--- config.mk ---
export PLATFORM = sky130hd
export DESIGN_NAME = neuron_sequencer
export DESIGN_NICKNAME = d
export VERILOG_FILES = /design/src/rtl/neuron_sequencer.sv
export SDC_FILE = /design/constraint.sdc
export NUM_CORES = 2
export LEC_CHECK = 0
export CAP_MARGIN = 20
export CORE_ASPECT_RATIO = 1.5
export CORE_MARGIN = 4
export CORE_UTILIZATION = 60
export DETAILED_ROUTE_END_ITERATION = 10
export PLACE_DENSITY_LB_ADDON = 0.08
export REMOVE_ABC_BUFFERS = 1
export SLEW_MARGIN = 0
export SYNTH_ARGS = -nofsm -noshare
export SYNTH_HDL_FRONTEND = slang
export SYNTH_SLANG_ARGS = --single-unit
--- constraint.sdc ---
create_clock -name clk -period 5.22 [get_ports clk]
set_input_delay 1.044 -clock clk [delete_from_list [all_inputs] [get_ports clk]]
set_output_delay 1.044 -clock clk [all_outputs]
set_load 0.03 [all_outputs]
--- src/rtl/neuron_sequencer.sv ---
// neuron_sequencer: drives one shared multiply-accumulate datapath across
// every neuron of a fully-connected layer. For each neuron it loads the bias,
// accumulates one input*weight product per clock and applies a saturating
// ReLU. Each result is handed downstream over a valid/ready handshake.
module neuron_sequencer #(
    parameter int NUM_INPUTS  = 784,
    parameter int NUM_NEURONS = 16,
    parameter int FRAC_BITS   = 16,
    parameter int IN_AW       = (NUM_INPUTS > 1) ? $clog2(NUM_INPUTS) : 1,
    parameter int W_AW        = (NUM_INPUTS * NUM_NEURONS > 1) ? $clog2(NUM_INPUTS * NUM_NEURONS) : 1,
    parameter int N_AW        = (NUM_NEURONS > 1) ? $clog2(NUM_NEURONS) : 1
) (
    input  logic              clk,
    input  logic              rst_n,
    input  logic              start,
    output logic              busy,
    output logic              done,
    output logic [IN_AW-1:0]  in_addr,
    input  logic [31:0]       in_data,
    output logic [W_AW-1:0]   w_addr,
    input  logic [31:0]       w_data,
    output logic [N_AW-1:0]   b_addr,
    input  logic [31:0]       b_data,
    output logic [31:0]       result,
    output logic [N_AW-1:0]   result_idx,
    output logic              result_valid,
    input  logic              result_ready
);

    typedef enum logic [2:0] {
        IDLE = 3'd0,
        BIAS = 3'd1,
        MAC  = 3'd2,
        OUT  = 3'd3,
        DONE = 3'd4
    } state_t;

    localparam logic [IN_AW-1:0] I_LAST = IN_AW'(NUM_INPUTS - 1);
    localparam logic [IN_AW-1:0] I_ONE  = IN_AW'(1);
    localparam logic [N_AW-1:0]  N_LAST = N_AW'(NUM_NEURONS - 1);
    localparam logic [N_AW-1:0]  N_ONE  = N_AW'(1);

    state_t             state_r;
    logic [N_AW-1:0]    n_r;
    logic [IN_AW-1:0]   i_r;
    logic signed [47:0] acc_r;
    logic               busy_r;
    logic               done_r;
    logic [31:0]        result_r;
    logic [N_AW-1:0]    result_idx_r;
    logic               result_valid_r;

    logic signed [63:0] in_ext_s;
    logic signed [63:0] w_ext_s;
    logic signed [63:0] prod_full_s;
    logic signed [63:0] prod_shift_s;
    logic signed [47:0] prod_s;
    logic signed [47:0] acc_sum_s;

    // Negative sums clamp to zero; sums beyond the 32-bit positive range clamp to max.
    function automatic logic [31:0] relu_sat(input logic [47:0] a);
        logic [31:0] r;
        if (a[47]) begin
            r = 32'h0000_0000;
        end else if (|a[46:31]) begin
            r = 32'h7FFF_FFFF;
        end else begin
            r = a[31:0];
        end
        return r;
    endfunction

    // Fixed-point product of the current input and weight, realigned by FRAC_BITS.
    always_comb begin
        in_ext_s     = {{32{in_data[31]}}, in_data};
        w_ext_s      = {{32{w_data[31]}}, w_data};
        prod_full_s  = in_ext_s * w_ext_s;
        prod_shift_s = prod_full_s >>> FRAC_BITS;
        prod_s       = prod_shift_s[47:0];
        acc_sum_s    = acc_r + prod_s;
    end

    // Memory addresses follow the registered indices; zero outside their phase.
    always_comb begin
        in_addr = {IN_AW{1'b0}};
        w_addr  = {W_AW{1'b0}};
        b_addr  = {N_AW{1'b0}};
        case (state_r)
            BIAS: begin
                b_addr = n_r;
            end
            MAC: begin
                in_addr = i_r;
                w_addr  = W_AW'(n_r) * W_AW'(NUM_INPUTS) + W_AW'(i_r);
            end
            default: begin
                in_addr = {IN_AW{1'b0}};
            end
        endcase
    end

    // Sequencer FSM together with the accumulator and registered outputs.
    always_ff @(posedge clk or negedge rst_n) begin
        if (!rst_n) begin
            state_r        <= IDLE;
            n_r            <= {N_AW{1'b0}};
            i_r            <= {IN_AW{1'b0}};
            acc_r          <= 48'sd0;
            busy_r         <= 1'b0;
            done_r         <= 1'b0;
            result_r       <= 32'h0000_0000;
            result_idx_r   <= {N_AW{1'b0}};
            result_valid_r <= 1'b0;
        end else begin
            case (state_r)
                IDLE: begin
                    done_r <= 1'b0;
                    if (start) begin
                        state_r <= BIAS;
                        busy_r  <= 1'b1;
                        n_r     <= {N_AW{1'b0}};
                        i_r     <= {IN_AW{1'b0}};
                    end
                end
                BIAS: begin
                    acc_r   <= {{16{b_data[31]}}, b_data};
                    i_r     <= {IN_AW{1'b0}};
                    state_r <= MAC;
                end
                MAC: begin
                    acc_r <= acc_sum_s;
                    if (i_r == I_LAST) begin
                        result_r       <= relu_sat(acc_sum_s);
                        result_idx_r   <= n_r;
                        result_valid_r <= 1'b1;
                        state_r        <= OUT;
                    end else begin
                        i_r <= i_r + I_ONE;
                    end
                end
                OUT: begin
                    // Result is held until the downstream stage takes it.
                    if (result_ready && result_valid_r) begin
                        result_valid_r <= 1'b0;
                        if (n_r == N_LAST) begin
                            state_r <= DONE;
                            done_r  <= 1'b1;
                        end else begin
                            n_r     <= n_r + N_ONE;
                            state_r <= BIAS;
                        end
                    end
                end
                DONE: begin
                    done_r  <= 1'b0;
                    busy_r  <= 1'b0;
                    n_r     <= {N_AW{1'b0}};
                    i_r     <= {IN_AW{1'b0}};
                    state_r <= IDLE;
                end
                default: begin
                    state_r        <= IDLE;
                    busy_r         <= 1'b0;
                    done_r         <= 1'b0;
                    result_valid_r <= 1'b0;
                end
            endcase
        end
    end

    assign busy         = busy_r;
    assign done         = done_r;
    assign result       = result_r;
    assign result_idx   = result_idx_r;
    assign result_valid = result_valid_r;

endmodule

[After elaboration in Yosys (flattened, before gate mapping)]
Index checks and enable logic that the tools add are counted.
Cells by class
  bitwise logic cells: 3
  $mul: 2
  mux-type cells: 26
  add/sub/neg operators: 4
  equal/unequal tests: 12
  reductions and logical operators: 17
Operators with widths (number)
  48-bit one-hot mux with 2 select lines: 1
  32-bit by 32-bit multiplier with 64-bit output: 1
  32-bit two-way mux: 2
  48-bit adder: 1
  10-bit two-way mux: 3
  10-bit one-hot mux with 3 select lines: 1
  4-bit two-way mux: 4
  16-bit OR reduction: 1
  14-bit by 10-bit adder with 14-bit output: 1
  14-bit two-way mux: 1
  3-bit two-way mux: 4
  2-bit != test, second input constant: 6
  3-bit one-hot mux with 4 select lines: 1
  4-bit one-hot mux with 3 select lines: 1
  3-bit AND reduction: 4
  10-bit by 1-bit adder with 10-bit output, second input constant: 1
  10-bit == test, second input constant: 1
  4-bit by 6-bit multiplier with 10-bit output, second input constant: 1
  3-bit by 2-bit == test with 1-bit output, second input constant: 2
  3-bit nonzero test: 2
  3-bit OR reduction: 2
  1-bit two-way mux: 5
  4-bit by 1-bit adder with 4-bit output, second input constant: 1
  4-bit == test, second input constant: 1
  other kinds (11): 16
Word-level totals
  bits of input ports: 100
  flip-flop bits (word level): 104
  word-level logic and storage cells: 73

[Logic depth before layout (Yosys ltp)]
  depth in word-level cells: 5
  mapped depth: 42
  gate-level depth less buffers: 39

[Worst setup path before layout]
No wires, ideal clock.
  path type: input to register
  from: input port in_data[31]
  to: register result_r[1] (netlist: result[1])
  arrival time: 10887 ps
  required time: 5082 ps
  path slack: -5806 ps
  cell stages on the path: 37
  cell sequence: clkbuf_1 nand2_1 inv_1 fa_1 fa_1 fa_1 fa_1 inv_1 fa_1 inv_1 fa_1 inv_1 fa_1 inv_1 fa_1 ha_1 and3_1 and2_1 nand2_1 a211oi_1 nor2_1 o21bai_1 a21oi_1 xnor2_1 ha_1 nand2_1 nor2_1 nand2_1 or3_4 o31ai_4 o211ai_1 a21o_1 a2111oi_4 nand4b_2 nor4_4 buf_6 a32oi_1
Between the ends
  cells in the longest elaborated chain, start to end: 5
Ends and longest elaborated chain
  from (decl): RTL line 19  | input logic [31:0] in_data,
  32-bit by 32-bit multiplier with 64-bit output (*): RTL line 77  | prod_full_s = in_ext_s * w_ext_s;
  48-bit adder (*): RTL line 80  | acc_sum_s = acc_r + prod_s;
  16-bit OR reduction: RTL line 65  | end else if (|a[46:31]) begin
  32-bit two-way mux: RTL line 65
  32-bit two-way mux (*): RTL line 63  | if (a[47]) begin
  to (signal assigned): RTL line 133  | result_r <= relu_sat(acc_sum_s);
  to (decl): RTL line 49  | logic [31:0] result_r;
Mark *: on every way between the ends. The rest lies on a longest branch, timed or not.
A chain may end at the register's enable or synchronous reset.

[Final worst setup path]
  from: input port in_data[29]
  to: register result_r[5] (netlist: result[5])
The elaborated chain is that of the path after synthesis.

==> results.json <==
{
  "grt_max_degree": 74,
  "fin_cells": 6315,
  "coreArea_mm2": 0.0706,
  "tightest_slew_ps": 1030,
  "synthTopCellsByArea": "fa_1 (50%), inv_1 (8.4%), and2_1 (7.1%), ha_1 (7.1%), dfrtp_1 (6.1%)",
  "fin_area_mm2": 0.0561,
  "synth_edf_count": 0,
  "whs_path_depth": 1,
  "min_to": "result[31]",
  "grt_pass1_wl_um": 241000,
  "yosys_warnings": 0,
  "area_growth_pct": 30.5,
  "period_share_pct": 210,
  "dpl.hpwl_um": 108000,
  "routed_wl_um": 161000,
  "min_path_type": "reg2reg",
  "startpoint_type": "input pin",
  "vias": 37400,
  "cts_tree": "yes",
  "critPathKind": "in2reg",
  "critPathMaxStageDelay_ps": 770,
  "syn_avg_cell_area_um2": 9.30,
  "synthFlopType": "dfrtp_1",
  "r2r_end": "result[5]",
  "track_usage_pct": 43.0,
  "syn-cell-area_mm2": 0.0430,
  "maxSlewViolCount": 0,
  "dp_cells": 6062,
  "r2r_cells": 16,
  "grt-ovfl-total": 0,
  "rsz0062_at_grt": "true",
  "violations": "setup timing",
  "dr.pass1.iters": 6,
  "row_count": 119,
  "root_buffer": "clkbuf_16",
  "max_cap_viol_count": 0,
  "vias_per_cell": 5.93,
  "cts_inserted_buffers": 9,
  "start_util_pct": 60.9,
  "chipHeight_um": 336,
  "hold_start": "result[31]",
  "drt_iter0_markers": 2857,
  "regToRegSetupSlack_ps": 1320,
  "die_x_um": 227,
  "antenna_found_initial": 23,
  "fmax_mhz": 91.2,
  "synth_cell_types": 81,
  "ioPinCount": 167,
  "yosys_register_bits": 104,
  "worstReg2RegStart": "acc_r[0]",
  "ant_nets": 0,
  "drc": 0,
  "async_reset_ff_share_pct": 100,
  "yosysTopAreaCellShare_pct": 50.4,
  "finalSetupViolCount": 79,
  "wl_per_cell_um": 25.6,
  "htreeDepth": 3,
  "yosys.area.top_type": "fa_1",
  "cp.required_ps": 5450,
  "finalSetupTns_ps": -374440,
  "fill_cells": 4591,
  "crit_fanout": 8,
  "end_kind": "flip-flop",
  "cts.sinks": 104,
  "fin_skew_ps": 11.7,
  "drive_above_1_share_pct": 25.0,
  "place_area_mm2": 0.0503,
  "critPathArrivalTime_ps": 11200,
  "hold_violations": 0,
  "fp.dieArea_mm2": 0.0761,
  "cts_buffer_depth": 2,
  "finalCriticalPeriod_ps": 10960,
  "grt_pass1_vias": 41400,
  "ys_seq_area_share_pct": 6.05,
  "slew_headroom_pct": 31.2,
  "path_clk_slew_ps": 80,
  "cp_slowest_cell": "fa_1",
  "io_buffers": 166,
  "outcome": "finished with violations",
  "place.gp.congestion": 0.951,
  "syn_inst": 4621,
  "clk-insertion-delay-late_ps": 370,
  "final_core_util_pct": 79.5,
  "nets": 6814,
  "setup_ws_ps": -5740
}
[state kept, by name, indices dropped and copies added (netlist names)]
name          cells
acc_r            48
busy              1
done              1
i_r              10
n_r               4
result           32
result_idx        4
result_valid      1
state_r           3
[cell usage in the layout, fill, tap and decap left out, types with 16 or more instances in the layout]
| cell type | Yosys | routed |
|---|---|---|
| fa_1 | 1083 | 987 |
| inv_1 | 967 | 931 |
| buf_4 | 4 | 647 |
| nand2_1 | 633 | 605 |
| and2_1 | 489 | 453 |
| ha_1 | 244 | 211 |
| dfrtp_1 | 104 | 104 |
| clkdlybuf4s50_1 | 0 | 102 |
| a21oi_1 | 140 | 97 |
| fa_2 | 0 | 96 |
| buf_12 | 0 | 86 |
| nor2_1 | 93 | 80 |
| buf_6 | 3 | 71 |
| a21o_1 | 55 | 55 |
| xnor2_1 | 74 | 53 |
| nor2b_1 | 41 | 41 |
| and2_4 | 0 | 36 |
| a211oi_1 | 42 | 35 |
| inv_2 | 0 | 34 |
| xor2_1 | 45 | 34 |
| a21oi_2 | 0 | 33 |
| o21ai_0 | 67 | 30 |
| ha_4 | 0 | 29 |
| bufbuf_16 | 0 | 28 |
| nand2_2 | 2 | 26 |
| a32oi_1 | 31 | 26 |
| nand3_1 | 32 | 23 |
| o21ai_1 | 5 | 23 |
| buf_8 | 0 | 21 |
| nand2b_1 | 22 | 20 |
| xnor2_2 | 0 | 20 |
| buf_16 | 0 | 18 |
| nand4_1 | 17 | 17 |
| diode_2 | 0 | 16 |
| nor3_1 | 25 | 16 |
[cell families (layout without fill, tap and decap cells)]
group	Yosys count	count (layout)	share of synthesized area, %
flip-flops	104	104	6.05
other	0	16	0
buffers and inverters	1217	1988	10.7
multiplexers	5	5	0.128
AO/OA/AOI/OAI	455	455	7.06
AND/OR/NAND/NOR	1394	1394	16.1
XOR/XNOR	119	119	2.42
adder cells (fa/ha/maj)	1327	1327	57.5
[through the flow]
stage          setup slack, ps  hold WS, ps
4_1_cts                  -5240          500
3_5_place_dp             -6750          475
3_3_place_gp             -6530          470
5_1_grt                  -6020          542
6_report                 -5740          497
2_1_floorplan            -6070          471
[cell usage after synthesis (12+ instances only)]
cell,n
nor2b_1,41
fa_1,1083
o21ai_0,67
xor2_1,45
ha_1,244
clkbuf_1,229
a31oi_1,14
a211oi_1,42
and2_1,489
o21bai_1,15
nor3_1,25
xnor2_1,74
a32oi_1,31
dfrtp_1,104
nand2_1,633
a21o_1,55
o211ai_1,12
nand4_1,17
nor2_1,93
inv_1,967
nand3_1,32
nand2b_1,22
a21oi_1,140
[critical path, delay by kind of cell]
family | cells | cell delay, ps
AO/OA/AOI/OAI | 11 | 2240
XOR/XNOR | 1 | 140
adder cells (fa/ha/maj) | 10 | 4770
buffers and inverters | 13 | 1860
AND/OR/NAND/NOR | 7 | 1080
[timing repair]
item / 4_1_cts / 5_1_grt
hold buffers: 0 / 0
setup endpoints to repair: 79 / 79
setup buffers: 130 / 51
cloned: 44 / 4
gates resized for setup: 652 / 357
pin swaps: 238 / 219
[final cells by class]
type / instances / area [um2] / area share [%]
Multi-Input combinational cell: 3300 / 38000 / 67.7
Timing Repair Buffer: 1004 / 10400 / 18.6
Inverter: 968 / 3640 / 6.49
Sequential cell: 104 / 2600 / 4.64
Tap cell: 907 / 1130 / 2.02
Clock buffer: 10 / 229 / 0.408
Clock inverter: 6 / 55.1 / 0.0982
Antenna cell: 16 / 40.0 / 0.0714
[layer usage]
layer	share of wire [%]	global-route usage, %	up-vias
met5	0.13	1.83	-
met4	12	37.1	14
met3	11	16.9	963
met2	48	69.4	2046
met1	29	42.8	19000
li1	-	-	15400
[how the worst max path moves through the flow]
stage | startpoint | end | slack (ps)
global placement | w_data[6] | result[2] | -6530
floorplan | in_data[31] | result[0] | -6070
CTS | in_data[17] | result[20] | -5240
detailed placement | w_data[6] | result[5] | -6750
finish | in_data[29] | result[5] | -5740
global route | in_data[29] | result[3] | -6020
Power is not shown: default switching activity piles up to over one toggle a cycle in this logic, so the estimate is an artifact.
